<file path="config.mk">
export PLATFORM = sky130hd
export DESIGN_NAME = inst_encoder_flat
export DESIGN_NICKNAME = d
export VERILOG_FILES = /design/src/rtl/inst_encoder_pkg.sv /design/src/rtl/inst_encoder_if.sv /design/src/rtl/inst_encoder_field_packer.sv /design/src/rtl/inst_encoder.sv /design/src/flat_wrapper.sv
export SDC_FILE = /design/constraint.sdc
export NUM_CORES = 1
export LEC_CHECK = 0
export CAP_MARGIN = 0
export CORE_MARGIN = 3
export CORE_UTILIZATION = 40
export CTS_CLUSTER_DIAMETER = 30
export DETAILED_ROUTE_END_ITERATION = 8
export MAX_ROUTING_LAYER = met4
export PLACE_DENSITY = 0.65
export SKIP_CTS_REPAIR_TIMING = 1
export SYNTH_ARGS = -nofsm -noshare
export SYNTH_HDL_FRONTEND = slang
export SYNTH_HIERARCHICAL = 1
export SYNTH_SLANG_ARGS = --single-unit
</file>
<file path="constraint.sdc">
create_clock -name clk -period 2.9 [get_ports clk]
set_input_delay 0.435 -clock clk [delete_from_list [all_inputs] [get_ports clk]]
set_output_delay 0.435 -clock clk [all_outputs]
set_load 0.02 [all_outputs]
</file>
<file path="src/rtl/inst_encoder_pkg.sv">
// Shared definitions for the RV32I instruction encoder: format codes,
// opcode constants, the canonical NOP word and an immediate range helper.
package inst_encoder_pkg;

    typedef enum logic [2:0] {
        FMT_R = 3'd0,
        FMT_I = 3'd1,
        FMT_S = 3'd2,
        FMT_B = 3'd3,
        FMT_U = 3'd4,
        FMT_J = 3'd5
    } fmt_e;

    localparam logic [31:0] NOP_INST  = 32'h0000_0013;

    localparam logic [6:0]  OP_IMM    = 7'h13;
    localparam logic [6:0]  OP_LUI    = 7'h37;
    localparam logic [6:0]  OP_JAL    = 7'h6F;
    localparam logic [6:0]  OP_BRANCH = 7'h63;
    localparam logic [6:0]  OP_STORE  = 7'h23;
    localparam logic [6:0]  OP_REG    = 7'h33;

    // Upper-bit masks whose bits must all be equal for an immediate to fit.
    localparam logic [31:0] MASK_IS   = 32'hFFFF_F800; // imm[31:11]
    localparam logic [31:0] MASK_B    = 32'hFFFF_F000; // imm[31:12]
    localparam logic [31:0] MASK_J    = 32'hFFF0_0000; // imm[31:20]

    // True when the masked bits of v are all zero or all one (value fits
    // in the signed field below the mask).
    function automatic logic imm_fits(input logic [31:0] v, input logic [31:0] mask);
        return ((v & mask) == 32'h0) || ((v & mask) == mask);
    endfunction

endpackage

</file>
<file path="src/rtl/inst_encoder_if.sv">
// Field-bundle input and encoded-word output of the instruction encoder.
// Handshake: a transfer happens on a rising clk edge where valid and ready
// are both high; while valid is high and ready is low the source holds
// valid and its payload unchanged; ready never depends on valid.
interface inst_encoder_if #(
    parameter int ADDR_W = 32
);
    logic              in_valid;
    logic              in_ready;
    logic [2:0]        fmt;
    logic [6:0]        opcode;
    logic [4:0]        rd;
    logic [4:0]        rs1;
    logic [4:0]        rs2;
    logic [2:0]        funct3;
    logic [6:0]        funct7;
    logic [31:0]       imm;
    logic              addr_clr;
    logic              out_valid;
    logic              out_ready;
    logic [31:0]       out_inst;
    logic [ADDR_W-1:0] out_addr;
    logic              out_err;
    logic [15:0]       inst_count;

    // Producer of field bundles and consumer of encoded words.
    modport master (
        output in_valid, fmt, opcode, rd, rs1, rs2, funct3, funct7, imm,
        output addr_clr, out_ready,
        input  in_ready, out_valid, out_inst, out_addr, out_err, inst_count
    );

    // The encoder itself.
    modport slave (
        input  in_valid, fmt, opcode, rd, rs1, rs2, funct3, funct7, imm,
        input  addr_clr, out_ready,
        output in_ready, out_valid, out_inst, out_addr, out_err, inst_count
    );
endinterface

</file>
<file path="src/rtl/inst_encoder_field_packer.sv">
// Combinational packer: RV32I fields plus format select -> {word, err}.
// Optional build macro INST_ENC_ERR_NOP_EN replaces every errored word with NOP.
module inst_field_packer
    import inst_encoder_pkg::*;
(
    input  logic [2:0]  fmt,
    input  logic [6:0]  opcode,
    input  logic [4:0]  rd,
    input  logic [4:0]  rs1,
    input  logic [4:0]  rs2,
    input  logic [2:0]  funct3,
    input  logic [6:0]  funct7,
    input  logic [31:0] imm,
    output logic [31:0] word,
    output logic        err
);
    logic        is_shift;
    logic [11:0] i_imm;

    // I-type immediate field: shift-immediates put funct7 above the shamt.
    always_comb begin
        is_shift = (opcode == OP_IMM) && ((funct3 == 3'b001) || (funct3 == 3'b101));
        i_imm    = is_shift ? {funct7, imm[4:0]} : imm[11:0];
    end

    // Assemble the word from truncated fields and flag lost immediate bits.
    always_comb begin
        word = NOP_INST;
        err  = 1'b0;
        case (fmt)
            FMT_R: begin
                word = {funct7, rs2, rs1, funct3, rd, opcode};
            end
            FMT_I: begin
                word = {i_imm, rs1, funct3, rd, opcode};
                err  = ~imm_fits(imm, MASK_IS);
            end
            FMT_S: begin
                word = {imm[11:5], rs2, rs1, funct3, imm[4:0], opcode};
                err  = ~imm_fits(imm, MASK_IS);
            end
            FMT_B: begin
                word = {imm[12], imm[10:5], rs2, rs1, funct3, imm[4:1], imm[11], opcode};
                err  = ~imm_fits(imm, MASK_B) | imm[0];
            end
            FMT_U: begin
                word = {imm[31:12], rd, opcode};
                err  = (imm[11:0] != 12'h000);
            end
            FMT_J: begin
                word = {imm[20], imm[10:1], imm[11], imm[19:12], rd, opcode};
                err  = ~imm_fits(imm, MASK_J) | imm[0];
            end
            default: begin
                word = NOP_INST;
                err  = 1'b1;
            end
        endcase
`ifdef INST_ENC_ERR_NOP_EN
        if (err) begin
            word = NOP_INST;
        end
`endif
    end

endmodule

</file>
<file path="src/rtl/inst_encoder.sv">
// RV32I instruction encoder top: field packer, 2-entry output queue,
// byte-address counter (clearable) and accepted-bundle counter.
// Optional build macro INST_ENC_ERR_NOP_EN (see inst_field_packer).
module inst_encoder
    import inst_encoder_pkg::*;
#(
    parameter int                ADDR_W    = 32,
    parameter logic [ADDR_W-1:0] BASE_ADDR = '0
) (
    input  logic          clk,
    input  logic          reset,
    inst_encoder_if.slave bus
);
    logic [31:0]       enc_word;
    logic              enc_err;

    logic [1:0]        occ_q, occ_d;
    logic [31:0]       head_inst_q, head_inst_d;
    logic [31:0]       tail_inst_q, tail_inst_d;
    logic [ADDR_W-1:0] head_addr_q, head_addr_d;
    logic [ADDR_W-1:0] tail_addr_q, tail_addr_d;
    logic              head_err_q, head_err_d;
    logic              tail_err_q, tail_err_d;
    logic [ADDR_W-1:0] addr_cnt_q, addr_cnt_d;
    logic [15:0]       inst_count_q, inst_count_d;

    logic              in_ready;
    logic              out_valid;
    logic              push;
    logic              pop;
    logic [ADDR_W-1:0] slot_addr;

    inst_field_packer u_packer (
        .fmt    (bus.fmt),
        .opcode (bus.opcode),
        .rd     (bus.rd),
        .rs1    (bus.rs1),
        .rs2    (bus.rs2),
        .funct3 (bus.funct3),
        .funct7 (bus.funct7),
        .imm    (bus.imm),
        .word   (enc_word),
        .err    (enc_err)
    );

    // Handshake qualifiers come from registered occupancy only.
    always_comb begin
        in_ready  = (occ_q != 2'd2);
        out_valid = (occ_q != 2'd0);
        push      = bus.in_valid & in_ready;
        pop       = out_valid & bus.out_ready;
    end

    // Address and count bookkeeping; a coincident clear feeds BASE_ADDR to the bundle.
    always_comb begin
        slot_addr    = bus.addr_clr ? BASE_ADDR : addr_cnt_q;
        addr_cnt_d   = slot_addr;
        inst_count_d = inst_count_q;
        if (push) begin
            addr_cnt_d   = slot_addr + ADDR_W'(4);
            inst_count_d = inst_count_q + 16'd1;
        end
    end

    // Queue next state: head is the output register, tail holds the second entry.
    always_comb begin
        occ_d       = occ_q;
        head_inst_d = head_inst_q;
        head_addr_d = head_addr_q;
        head_err_d  = head_err_q;
        tail_inst_d = tail_inst_q;
        tail_addr_d = tail_addr_q;
        tail_err_d  = tail_err_q;
        case (occ_q)
            2'd0: begin
                if (push) begin
                    head_inst_d = enc_word;
                    head_addr_d = slot_addr;
                    head_err_d  = enc_err;
                    occ_d       = 2'd1;
                end
            end
            2'd1: begin
                if (push && pop) begin
                    head_inst_d = enc_word;
                    head_addr_d = slot_addr;
                    head_err_d  = enc_err;
                end else if (push) begin
                    tail_inst_d = enc_word;
                    tail_addr_d = slot_addr;
                    tail_err_d  = enc_err;
                    occ_d       = 2'd2;
                end else if (pop) begin
                    occ_d       = 2'd0;
                end
            end
            default: begin
                if (pop) begin
                    head_inst_d = tail_inst_q;
                    head_addr_d = tail_addr_q;
                    head_err_d  = tail_err_q;
                    occ_d       = 2'd1;
                end
            end
        endcase
    end

    // State registers with synchronous reset.
    always_ff @(posedge clk) begin
        if (reset) begin
            occ_q        <= 2'd0;
            head_inst_q  <= 32'h0;
            head_addr_q  <= '0;
            head_err_q   <= 1'b0;
            tail_inst_q  <= 32'h0;
            tail_addr_q  <= '0;
            tail_err_q   <= 1'b0;
            addr_cnt_q   <= BASE_ADDR;
            inst_count_q <= 16'h0;
        end else begin
            occ_q        <= occ_d;
            head_inst_q  <= head_inst_d;
            head_addr_q  <= head_addr_d;
            head_err_q   <= head_err_d;
            tail_inst_q  <= tail_inst_d;
            tail_addr_q  <= tail_addr_d;
            tail_err_q   <= tail_err_d;
            addr_cnt_q   <= addr_cnt_d;
            inst_count_q <= inst_count_d;
        end
    end

    assign bus.in_ready   = in_ready;
    assign bus.out_valid  = out_valid;
    assign bus.out_inst   = head_inst_q;
    assign bus.out_addr   = head_addr_q;
    assign bus.out_err    = head_err_q;
    assign bus.inst_count = inst_count_q;

endmodule

</file>
<file path="src/flat_wrapper.sv">
// flat-port wrapper written by rule: the top's interface ports become plain ports
module inst_encoder_flat import inst_encoder_pkg::*;
#(
    parameter int                ADDR_W    = 32,
    parameter logic [ADDR_W-1:0] BASE_ADDR = '0
)
  (clk, reset, bus_in_valid, bus_fmt, bus_opcode, bus_rd, bus_rs1, bus_rs2, bus_funct3, bus_funct7, bus_imm, bus_addr_clr, bus_out_ready, bus_in_ready, bus_out_valid, bus_out_inst, bus_out_addr, bus_out_err, bus_inst_count);
  inst_encoder_if #(.ADDR_W(ADDR_W)) bus_i ();
  input  logic clk;
  input  logic reset;
  input wire logic [$bits(bus_i.in_valid)-1:0] bus_in_valid;
  input wire logic [$bits(bus_i.fmt)-1:0] bus_fmt;
  input wire logic [$bits(bus_i.opcode)-1:0] bus_opcode;
  input wire logic [$bits(bus_i.rd)-1:0] bus_rd;
  input wire logic [$bits(bus_i.rs1)-1:0] bus_rs1;
  input wire logic [$bits(bus_i.rs2)-1:0] bus_rs2;
  input wire logic [$bits(bus_i.funct3)-1:0] bus_funct3;
  input wire logic [$bits(bus_i.funct7)-1:0] bus_funct7;
  input wire logic [$bits(bus_i.imm)-1:0] bus_imm;
  input wire logic [$bits(bus_i.addr_clr)-1:0] bus_addr_clr;
  input wire logic [$bits(bus_i.out_ready)-1:0] bus_out_ready;
  output wire logic [$bits(bus_i.in_ready)-1:0] bus_in_ready;
  output wire logic [$bits(bus_i.out_valid)-1:0] bus_out_valid;
  output wire logic [$bits(bus_i.out_inst)-1:0] bus_out_inst;
  output wire logic [$bits(bus_i.out_addr)-1:0] bus_out_addr;
  output wire logic [$bits(bus_i.out_err)-1:0] bus_out_err;
  output wire logic [$bits(bus_i.inst_count)-1:0] bus_inst_count;
  assign bus_i.in_valid = bus_in_valid;
  assign bus_i.fmt = bus_fmt;
  assign bus_i.opcode = bus_opcode;
  assign bus_i.rd = bus_rd;
  assign bus_i.rs1 = bus_rs1;
  assign bus_i.rs2 = bus_rs2;
  assign bus_i.funct3 = bus_funct3;
  assign bus_i.funct7 = bus_funct7;
  assign bus_i.imm = bus_imm;
  assign bus_i.addr_clr = bus_addr_clr;
  assign bus_i.out_ready = bus_out_ready;
  assign bus_in_ready = bus_i.in_ready;
  assign bus_out_valid = bus_i.out_valid;
  assign bus_out_inst = bus_i.out_inst;
  assign bus_out_addr = bus_i.out_addr;
  assign bus_out_err = bus_i.out_err;
  assign bus_inst_count = bus_i.inst_count;
  inst_encoder #(.ADDR_W(ADDR_W), .BASE_ADDR(BASE_ADDR)) u_core (.clk(clk), .reset(reset), .bus(bus_i));
endmodule
</file>
==> results.yml, run 1 <==
status:
  status: "finished, final reports clean"
placement:
  placed_cell_area_sq_um: 10290
  globalplace.congestion: 0.9162
  port_buffers: 154
  dp_hpwl_mm: 15.50
yosys:
  synthTopCellsByCount: "dfxtp_1 (180), nor2_1 (169), nand2_1 (136)"
  synth_cells: 1027
  syn-num-nets: 1101
  ys_warn_count: 6
  synth_top_area_share_pct: 42.56
  ys.flop_type: "dfxtp_1"
  synthArstFlopShare_pct: 0
  ys_seq_area_share_pct: 42.56
  synthTopCellsByArea: "dfxtp_1 (43%), nor2_1 (7.5%), mux2i_1 (6.9%), nand2_1 (6.0%), a211oi_1 (5.8%)"
  synth_most_common_cell: "dfxtp_1"
  syn_area_per_cell_sq_um: 8.244
  yosysTopAreaCell: "dfxtp_1"
  synth_edf_count: 0
  syn_area_sq_um: 8467
  synth_seq_cells: 180
  ys_types: 54
grt:
  grt_antenna_before_repair: 0
  track_usage_pct: 20.33
  grt_first_pass_wirelength_mm: 36.49
  overflow: 0
  grt_max_degree: 81
  grt_pass1_vias: 6927
setup_path:
  crit_chain: "nor2b_4 -> inv_2 -> clkdlybuf4s50_1"
  slowest_stage: "dfxtp_4"
  path_buf_inv: 2
  path_class: "reg2out"
  crit_family: "buffers and inverters"
  required_ps: 2470
  cp_max_fo: 34
  worst_setup_path_start_kind: "flop"
  critPathMaxStageDelay_ps: 650
  cp.arrival_ps: 2060
  worst_setup_path_end_kind: "output pin"
drt:
  drc_errors: 0
  route.vias.total: 7460
  viasPerCell: 5.199
  wire_per_inst_um: 15.56
  dr.pass1.iters: 6
  drt-total-wl_mm: 22.33
  drtIter0Drc: 473
  final_antenna_net_count: 0
floorplan:
  rows: 52
  start_util_pct: 41.31
  die_y_um: 151.5
  die_x_um: 151.5
  core_sq_um: 20490
  ios: 155
  die_area_sq_um: 22950
timing:
  fin_crit_sh_pct: 86.01
  finalCriticalPeriod_ps: 2494
  relSlewSlack_pct: 43.06
  setup_viol: 0
  worst_pin_slew_ps: 854.1
  finClkSkew_ps: 13.40
  finalMaxSlewViolations: 0
  max_clock_freq_mhz: 400.9
  rsz0062_at_grt: "false"
  finalHoldViolCount: 0
  finalSetupTns_ps: 0
power:
  finalPower_mw: 5.740
  power_density_nw_per_um2: 527.2
  ir_drop_mv: 0.3760
  leakagePower_nw: 3.650
cts:
  clock_sinks: 180
  cts_tree: "built"
  clock_latency_ps: 430
  root_buffer: "clkbuf_16"
  numCtsBuffers: 17
  clkTransAtPathRegs_ps: 70
  cts-htree-levels: 4
  cts_max_path_buffers: 2
final_layout:
  antennaDiodeCount: 0
  final_util_pct: 53.13
  post-route-cell-area_sq_um: 10890
  nNetsFinal: 1226
  n_fill_cell: 1980
  final_layout_size_suffix_gt1_share_pct: 7.639
  area_delta_synth_final_pct: 28.59
min_path:
  hold_path_class: "reg2reg"
flow_run:
  drv_cap: 0
-- sequential cells by signal, indices dropped and copies added, names as in the netlist --
name	cells
u_core/addr_cnt_q	32
u_core/bus.out_err	1
u_core/bus.inst_count	16
u_core/bus.out_addr	32
u_core/bus.out_inst	32
u_core/tail_addr_q	32
u_core/occ_q	2
u_core/tail_inst_q	32
u_core/tail_err_q	1
-- cell type report --
cell class	count	area, sq um	area share, %
multi-input combinational	757	4494	41.28
sequential	180	3607	33.13
timing repair buffer	179	1789	16.43
clock buffer	21	470.5	4.321
tap	270	337.8	3.103
clock inverter	11	125.1	1.149
inverter	17	63.81	0.5861
-- metal layers --
metal / part of all wire, % / wire length (um) / up-vias / GRT usage [%]
li1: - / - / 3823 / -
met1: 48 / 10710 / 3463 / 27.71
met2: 46 / 10370 / 149 / 31.34
met3: 4.0 / 899 / 25 / 3.629
met4: 1.6 / 351 / 0 / 5.481
met5: 0 / 0 / - / -
-- layout by cell type (no fill, tap or decap), types with 6 or more instances in the layout --
cell type and instances:
clkdlybuf4s50_1 153, or3_1 6, nor2_1 169, nor2b_1 23, xnor2_1 30, clkbuf_16 17, a22o_1 6, o21ai_0 14
a21oi_1 89, nand4_1 16, dfxtp_1 179, a211oi_1 65, buf_4 21, nand2b_1 19, xor2_1 11, mux2i_1 58
nor3_1 13, nor4_1 10, nand2_1 136, nor4_2 13, inv_1 15, nand3_1 17
-- metrics by stage --
step	std cells	hold WS, ps	setup WS (ps)
2_1_floorplan	1027	436.0	450.8
3_3_place_gp	1403	440.9	387.8
3_5_place_dp	1403	446.1	327.1
4_1_cts	1435	455.5	383.4
5_1_grt	1435	467.1	301.0
6_report	1435	452.6	405.7
-- final timing paths --
| kind | start | end | slack [ps] | cells past startpoint |
|---|---|---|---|---|
| max | u_core/occ_q[1] | bus_in_ready | 410 | 3 |
| min | u_core/tail_inst_q[12] | u_core/tail_inst_q[12] | 450 | 2 |
| max reg2reg | u_core/occ_q[1] | u_core/bus.out_inst[28] | 880 | 5 |
| min reg2reg | u_core/tail_inst_q[12] | u_core/tail_inst_q[12] | 450 | 2 |
-- worst register-to-register path: cells and delay by family, from the launching register on --
kind | cells | cell delay (ps)
and+or+nand+nor | 2 | 540
DFF | 1 | 490
buffers and inverters | 1 | 290
AOI/OAI and AO/OA | 2 | 600
-- report_power, final --
| part | internal (mW) | switching, mW | total (mW) |
|---|---|---|---|
| sequential | 2.56 | 0.0529 | 2.61 |
| combinational | 0.370 | 0.436 | 0.806 |
| clock | 1.34 | 0.979 | 2.32 |
| total | 4.27 | 1.47 | 5.74 |
-- logic make-up (layout without fill, tap and decap cells) --
kind of cell / after synthesis / after routing / share of synthesized area [%]
AO/OA/AOI/OAI: 199 / 199 / 14.97
XOR/XNOR: 41 / 41 / 4.241
adder cells (fa/ha/maj): 2 / 2 / 0.2955
buffers and inverters: 90 / 228 / 4.566
flip-flops: 180 / 180 / 42.56
multiplexers: 60 / 60 / 7.123
AND/OR/NAND/NOR: 455 / 455 / 26.24
Note: power is estimated with default switching activity, not from simulation.
==> run 2: changes to the inputs <==
--- a/config.mk
+++ b/config.mk
@@ -5,7 +5,9 @@
 export SDC_FILE = /design/constraint.sdc
 export NUM_CORES = 1
 export LEC_CHECK = 0
+export ABC_AREA = 1
 export CAP_MARGIN = 0
+export CORE_ASPECT_RATIO = 1.5
 export CORE_MARGIN = 3
 export CORE_UTILIZATION = 40
 export CTS_CLUSTER_DIAMETER = 30
==> run 2 against run 1 <==
Effect of this change: die area increased by 2.3%; clock skew decreased by 2.7 ps; hold slack improved by 19 ps; register-to-register slack improved by 140 ps; critical endpoint is now u_core/addr_cnt_q[25]; final area increased by 1.4%; critical path type is now in2reg; first-iteration DRC count increased by 21%; flip-flop and latch count unchanged; sequential power increased by 3%; sequential share of layout area decreased by 0.47 points; core utilization decreased by 0.94 points.
==> results.yml, run 2 <==
timing:
  worst_pin_slew_ps: 854.3
  relSlewSlack_pct: 42.96
  finalSetupTns_ps: 0
  finClkSkew_ps: 10.68
  fin_crit_sh_pct: 70.14
  finalHoldViolCount: 0
  setup_viol: 0
  finalMaxSlewViolations: 0
  max_clock_freq_mhz: 491.7
  finalCriticalPeriod_ps: 2034
  rsz0062_at_grt: "false"
drt:
  drtIter0Drc: 573
  dr.pass1.iters: 5
  wire_per_inst_um: 15.08
  final_antenna_net_count: 0
  drc_errors: 0
  viasPerCell: 5.180
  drt-total-wl_mm: 24.76
  route.vias.total: 8505
setup_path:
  worstReg2RegEnd: "u_core/bus.out_inst[5]"
  crit_chain: "clkdlybuf4s50_1 -> inv_4 -> buf_4 -> nand2_1 -> inv_2 -> nand2_1 -> nor2_2 -> inv_1 -> nor2_1 -> nand3_1 -> nand2_1 -> nand2_1 -> nor2_1"
  critPathMaxStageDelay_ps: 470
  path_class: "in2reg"
  crit_cells: 13
  cp_common_cell: "nand2_1"
  slowest_stage: "clkdlybuf4s50_1"
  r2r-start: "u_core/occ_q[1]"
  required_ps: 3270
  r2r_cells: 5
  cp.arrival_ps: 2400
  cp_max_fo: 20
  worst_setup_path_end_kind: "flop"
  path_buf_inv: 5
  rrSetupSlack_ps: 1020
  worst_setup_path_start_kind: "input pin"
  crit_family: "buffers and inverters"
grt:
  grt_max_degree: 97
  grt_antenna_before_repair: 0
  track_usage_pct: 21.61
  grt_first_pass_wirelength_mm: 40.16
  overflow: 0
  grt_pass1_vias: 8085
final_layout:
  final_common_cell: "nand2_1"
  nNetsFinal: 1436
  stdcell_count: 1642
  area_delta_synth_final_pct: 27.55
  final_cell_mix: "nand2_1 (283), dfxtp_1 (179), nor2_1 (176), o21ai_0 (155), clkdlybuf4s50_1 (154)"
  final_layout_size_suffix_gt1_share_pct: 8.806
  antennaDiodeCount: 0
floorplan:
  ios: 155
  die_area_sq_um: 23470
  start_util_pct: 40.92
  die_x_um: 126.1
  rows: 65
  core_sq_um: 21150
  die_y_um: 186.1
power:
  ir_drop_mv: 0.3709
  leakagePower_nw: 4.326
  power_density_nw_per_um2: 571.1
yosys:
  yosys-mux-area-fraction_pct: 0
  synthTopCellsByCount: "nand2_1 (283), dfxtp_1 (180), nor2_1 (176)"
  synthArstFlopShare_pct: 0
  synth_edf_count: 0
  synthAdderAreaFrac_pct: 0.2892
  synth_seq_cells: 180
  ys_warn_count: 6
  syn_area_per_cell_sq_um: 6.972
  synth_cells: 1241
  syn_area_sq_um: 8652
  ys.flop_type: "dfxtp_1"
  yosysTopAreaCell: "dfxtp_1"
  synth_top_family_by_area: "simple AND/OR/NAND/NOR gates"
  synth-compound-area-share_pct: 19.35
  synth_xor_area_share_pct: 0.1012
  synth_most_common_cell: "nand2_1"
  ys_types: 50
  synth-simple-area-share_pct: 30.02
  synthTopCellsByArea: "dfxtp_1 (42%), nand2_1 (12%), o21ai_0 (9.0%), nor2_1 (7.6%), a31oi_1 (4.6%)"
  ys_seq_area_share_pct: 41.65
  syn-num-nets: 1315
  synth_top_area_share_pct: 41.65
cts:
  clock_sinks: 180
  clkTransAtPathRegs_ps: 70
  cts-htree-levels: 4
  root_buffer: "clkbuf_16"
  numCtsBuffers: 17
  cts_tree: "built"
  clock_latency_ps: 420
  cts_max_path_buffers: 2
min_path:
  min_delay_worst_endpoint: "u_core/bus.out_inst[25]"
  hold_path_class: "reg2reg"
  hold-path-cell-count: 2
  hp-start: "u_core/tail_inst_q[25]"
status:
  status: "finished, final reports clean"
placement:
  globalplace.congestion: 0.8970
  place_inst: 1611
  port_buffers: 154
  dp_hpwl_mm: 17.37
flow_run:
  drv_cap: 0
[run 2: cell count changes after synthesis, sizes merged, moves of 23 or more]
| cell | change |
|---|---|
| o21ai | +143 |
| nor4 | -23 |
| a211oi | -58 |
| mux2i | -58 |
| a21oi | -34 |
| nand3 | +39 |
| a31oi | +60 |
| xnor2 | -30 |
| nor2b | -24 |
| nor2 | +30 |
| nand2 | +159 |
| inv | +90 |
[run 2: worst min-delay path, delay by kind of cell, from the launching register on]
kind | cells | cell delay (ps)
DFF | 1 | 310
AOI/OAI and AO/OA | 1 | 70
and+or+nand+nor | 1 | 50
[run 2: per-stage QoR]
stage / utilization, % / hold WS, ps / cell area, sq um / power (mW) / setup WS [ps]
5_1_grt: 52.19 / 496.5 / 11040 / 6.568 / 677.1
6_report: 52.19 / 471.3 / 11040 / 6.302 / 866.1
2_1_floorplan: - / 440.6 / 8652 / 3.261 / 938.6
3_3_place_gp: 48.98 / 455.9 / 10360 / 3.698 / 487.8
4_1_cts: 52.19 / 469.4 / 11040 / 6.368 / 881.6
3_5_place_dp: 48.98 / 457.1 / 10360 / 3.704 / 456.1
[run 2: layout make-up]
| type | count | area [sq um] |
|---|---|---|
| clock buffers | 18 | 439.2 |
| fillers | 2117 | 10110 |
| flip-flops and latches | 180 | 3605 |
| clock inverters | 13 | 240.2 |
| multi-input cells | 888 | 4305 |
| well taps | 268 | 335.3 |
| repair buffers | 168 | 1697 |
| inverters | 107 | 414.1 |
[run 2: cells by family (layout without fill, tap and decap cells)]
family	Yosys count	count (layout)
simple gates	586	586
compound gates	299	299
flops	180	180
buf+inv	173	306
fa+ha+maj	2	2
xor+xnor	1	1
[run 2: layer usage]
layer | wire length, um | track usage (%) | vias up | share of wire (%)
met2 | 12910 | 39.35 | 234 | 52
li1 | - | - | 4331 | -
met5 | 0 | - | - | 0
met1 | 10260 | 24.22 | 3906 | 41
met4 | 629 | 7.042 | 0 | 2.5
met3 | 972 | 3.244 | 34 | 3.9
[run 2: worst max-delay path by stage]
| stage | end | slack [ps] | start |
|---|---|---|---|
| CTS | u_core/addr_cnt_q[18] | 880 | bus_addr_clr |
| detailed placement | u_core/addr_cnt_q[18] | 460 | bus_addr_clr |
| global route | u_core/addr_cnt_q[26] | 680 | bus_addr_clr |
| finish | u_core/addr_cnt_q[25] | 870 | bus_addr_clr |
| floorplan | u_core/addr_cnt_q[18] | 940 | bus_addr_clr |
| global placement | u_core/addr_cnt_q[30] | 490 | bus_addr_clr |
[run 2: power breakdown]
group / switching [mW] / total [mW] / internal (mW) / leakage, nW
clock: 1.01 / 2.66 / 1.65 / 0.329
combinational: 0.551 / 0.948 / 0.397 / 2.53
sequential: 0.0757 / 2.69 / 2.62 / 1.47
total: 1.63 / 6.30 / 4.67 / 4.33
==> run 3: changes to the inputs <==
==> constraint.sdc (replaced) <==
create_clock -name clk -period 2 [get_ports clk]
set_input_delay 0.3 -clock clk [delete_from_list [all_inputs] [get_ports clk]]
set_output_delay 0.3 -clock clk [all_outputs]
set_load 0.02 [all_outputs]
==> run 3 against run 2 <==
Effect of this change: combinational power up 55%; register-to-register slack worse by 590 ps; final area up 4.7%; routed wire length up 2.9%; global-route usage up 1.0 points; first-iteration DRC count down 12%.
==> results.yml, run 3 (synthesized netlist as in run 2, its figures left out) <==
drt:
  drtIter0Drc: 505
  drt-total-wl_mm: 25.47
  route.vias.total: 8712
  viasPerCell: 5.092
  wire_per_inst_um: 14.89
  final_antenna_net_count: 0
  dr.pass1.iters: 5
  drc_errors: 0
final_layout:
  final_util_pct: 54.63
  post-route-cell-area_sq_um: 11550
  stdcell_count: 1711
  area_delta_synth_final_pct: 33.52
  nNetsFinal: 1504
  final_layout_size_suffix_gt1_share_pct: 13.17
  antennaDiodeCount: 0
  final_cell_mix: "nand2_1 (283), dfxtp_1 (179), nor2_1 (176), o21ai_0 (155), clkdlybuf4s50_1 (153)"
  final_common_cell: "nand2_1"
flow_run:
  drv_cap: 0
setup_path:
  crit_family: "buffers and inverters"
  worst_setup_path_end_kind: "output pin"
  cp.arrival_ps: 1560
  rrSetupSlack_ps: 430
  required_ps: 1700
  worst_setup_path_start_kind: "flop"
  critical_path.startpoint: "u_core/occ_q[0]"
  crit_chain: "inv_2 -> nand2_2 -> clkdlybuf4s50_1"
  cp_max_fo: 4
  critPathMaxStageDelay_ps: 600
  r2r_cells: 8
  slowest_stage: "clkdlybuf4s50_1"
  r2r-start: "u_core/occ_q[0]"
  crit_cells: 3
  path_class: "reg2out"
  path_buf_inv: 2
  worstReg2RegEnd: "u_core/tail_addr_q[11]"
floorplan:
  die_x_um: 126.1
  rows: 65
  die_area_sq_um: 23470
  ios: 155
  start_util_pct: 40.92
  core_sq_um: 21150
  die_y_um: 186.1
timing:
  setup_viol: 0
  finalCriticalPeriod_ps: 1864
  finClkSkew_ps: 12.56
  rsz0062_at_grt: "false"
  fin_crit_sh_pct: 93.22
  worst_pin_slew_ps: 448.2
  max_clock_freq_mhz: 536.4
  finalHoldViolCount: 0
  fin_ws_ps: 135.6
  holdWs_ps: 466.9
  relSlewSlack_pct: 70.12
  finalSetupTns_ps: 0
  finalMaxSlewViolations: 0
placement:
  globalplace.congestion: 0.8958
  dp_hpwl_mm: 18.68
  placed_cell_area_sq_um: 10940
  port_buffers: 154
  pre_cts_slack_ps: -176.6
  place_inst: 1679
min_path:
  hp-start: "u_core/tail_inst_q[24]"
  min_delay_worst_endpoint: "u_core/bus.out_inst[24]"
  hold_path_class: "reg2reg"
  hold-path-cell-count: 2
power:
  leakagePower_nw: 4.669
  power_density_nw_per_um2: 765.1
  finalPower_mw: 8.838
  ir_drop_mv: 0.5664
grt:
  grt_antenna_before_repair: 0
  overflow: 0
  grt_max_degree: 65
  grt_first_pass_wirelength_mm: 41.71
  track_usage_pct: 22.64
  grt_pass1_vias: 8413
status:
  status: "finished, final reports clean"
cts:
  cts_max_path_buffers: 2
  root_buffer: "clkbuf_16"
  clkTransAtPathRegs_ps: 70
  clock_sinks: 180
  cts_tree: "built"
  numCtsBuffers: 17
  clock_latency_ps: 440
  cts-htree-levels: 4
## run 3: worst reg2reg max path, delay by kind of cell, from the launching register on
family	cells	cell delay, ps
AO/OA/AOI/OAI	2	310
AND/OR/NAND/NOR	2	260
flip-flops	1	360
buffers and inverters	4	560
## run 3: layout make-up
| class | count | area, sq um |
|---|---|---|
| timing repair buffer | 236 | 2285 |
| clock inverter | 14 | 166.4 |
| sequential | 180 | 3607 |
| inverter | 107 | 414.1 |
| clock buffer | 18 | 439.2 |
| fill | 2049 | 9593 |
| multi-input combinational | 888 | 4305 |
| tap | 268 | 335.3 |
## run 3: worst max path at each step
stage	to	slack, ps
finish	bus_in_ready	140
global route	u_core/addr_cnt_q[30]	30
CTS	bus_out_valid	20
detailed placement	u_core/addr_cnt_q[30]	-180
global placement	u_core/addr_cnt_q[30]	-140
floorplan	u_core/addr_cnt_q[18]	170
## run 3: metal layers
| metal | routed length (um) | share of wire (%) | GRT usage (%) | vias up |
|---|---|---|---|---|
| met2 | 13370 | 52 | 40.65 | 244 |
| met4 | 876 | 3.4 | 10.05 | 0 |
| met1 | 10180 | 40 | 24.49 | 3943 |
| li1 | - | - | - | 4468 |
| met3 | 1040 | 4.1 | 3.819 | 57 |
| met5 | 0 | 0 | - | - |
## run 3: report_power, final
| group | switching [mW] | internal, mW |
|---|---|---|
| Clock | 1.54 | 1.92 |
| Sequential | 0.114 | 3.80 |
| Combinational | 0.815 | 0.654 |
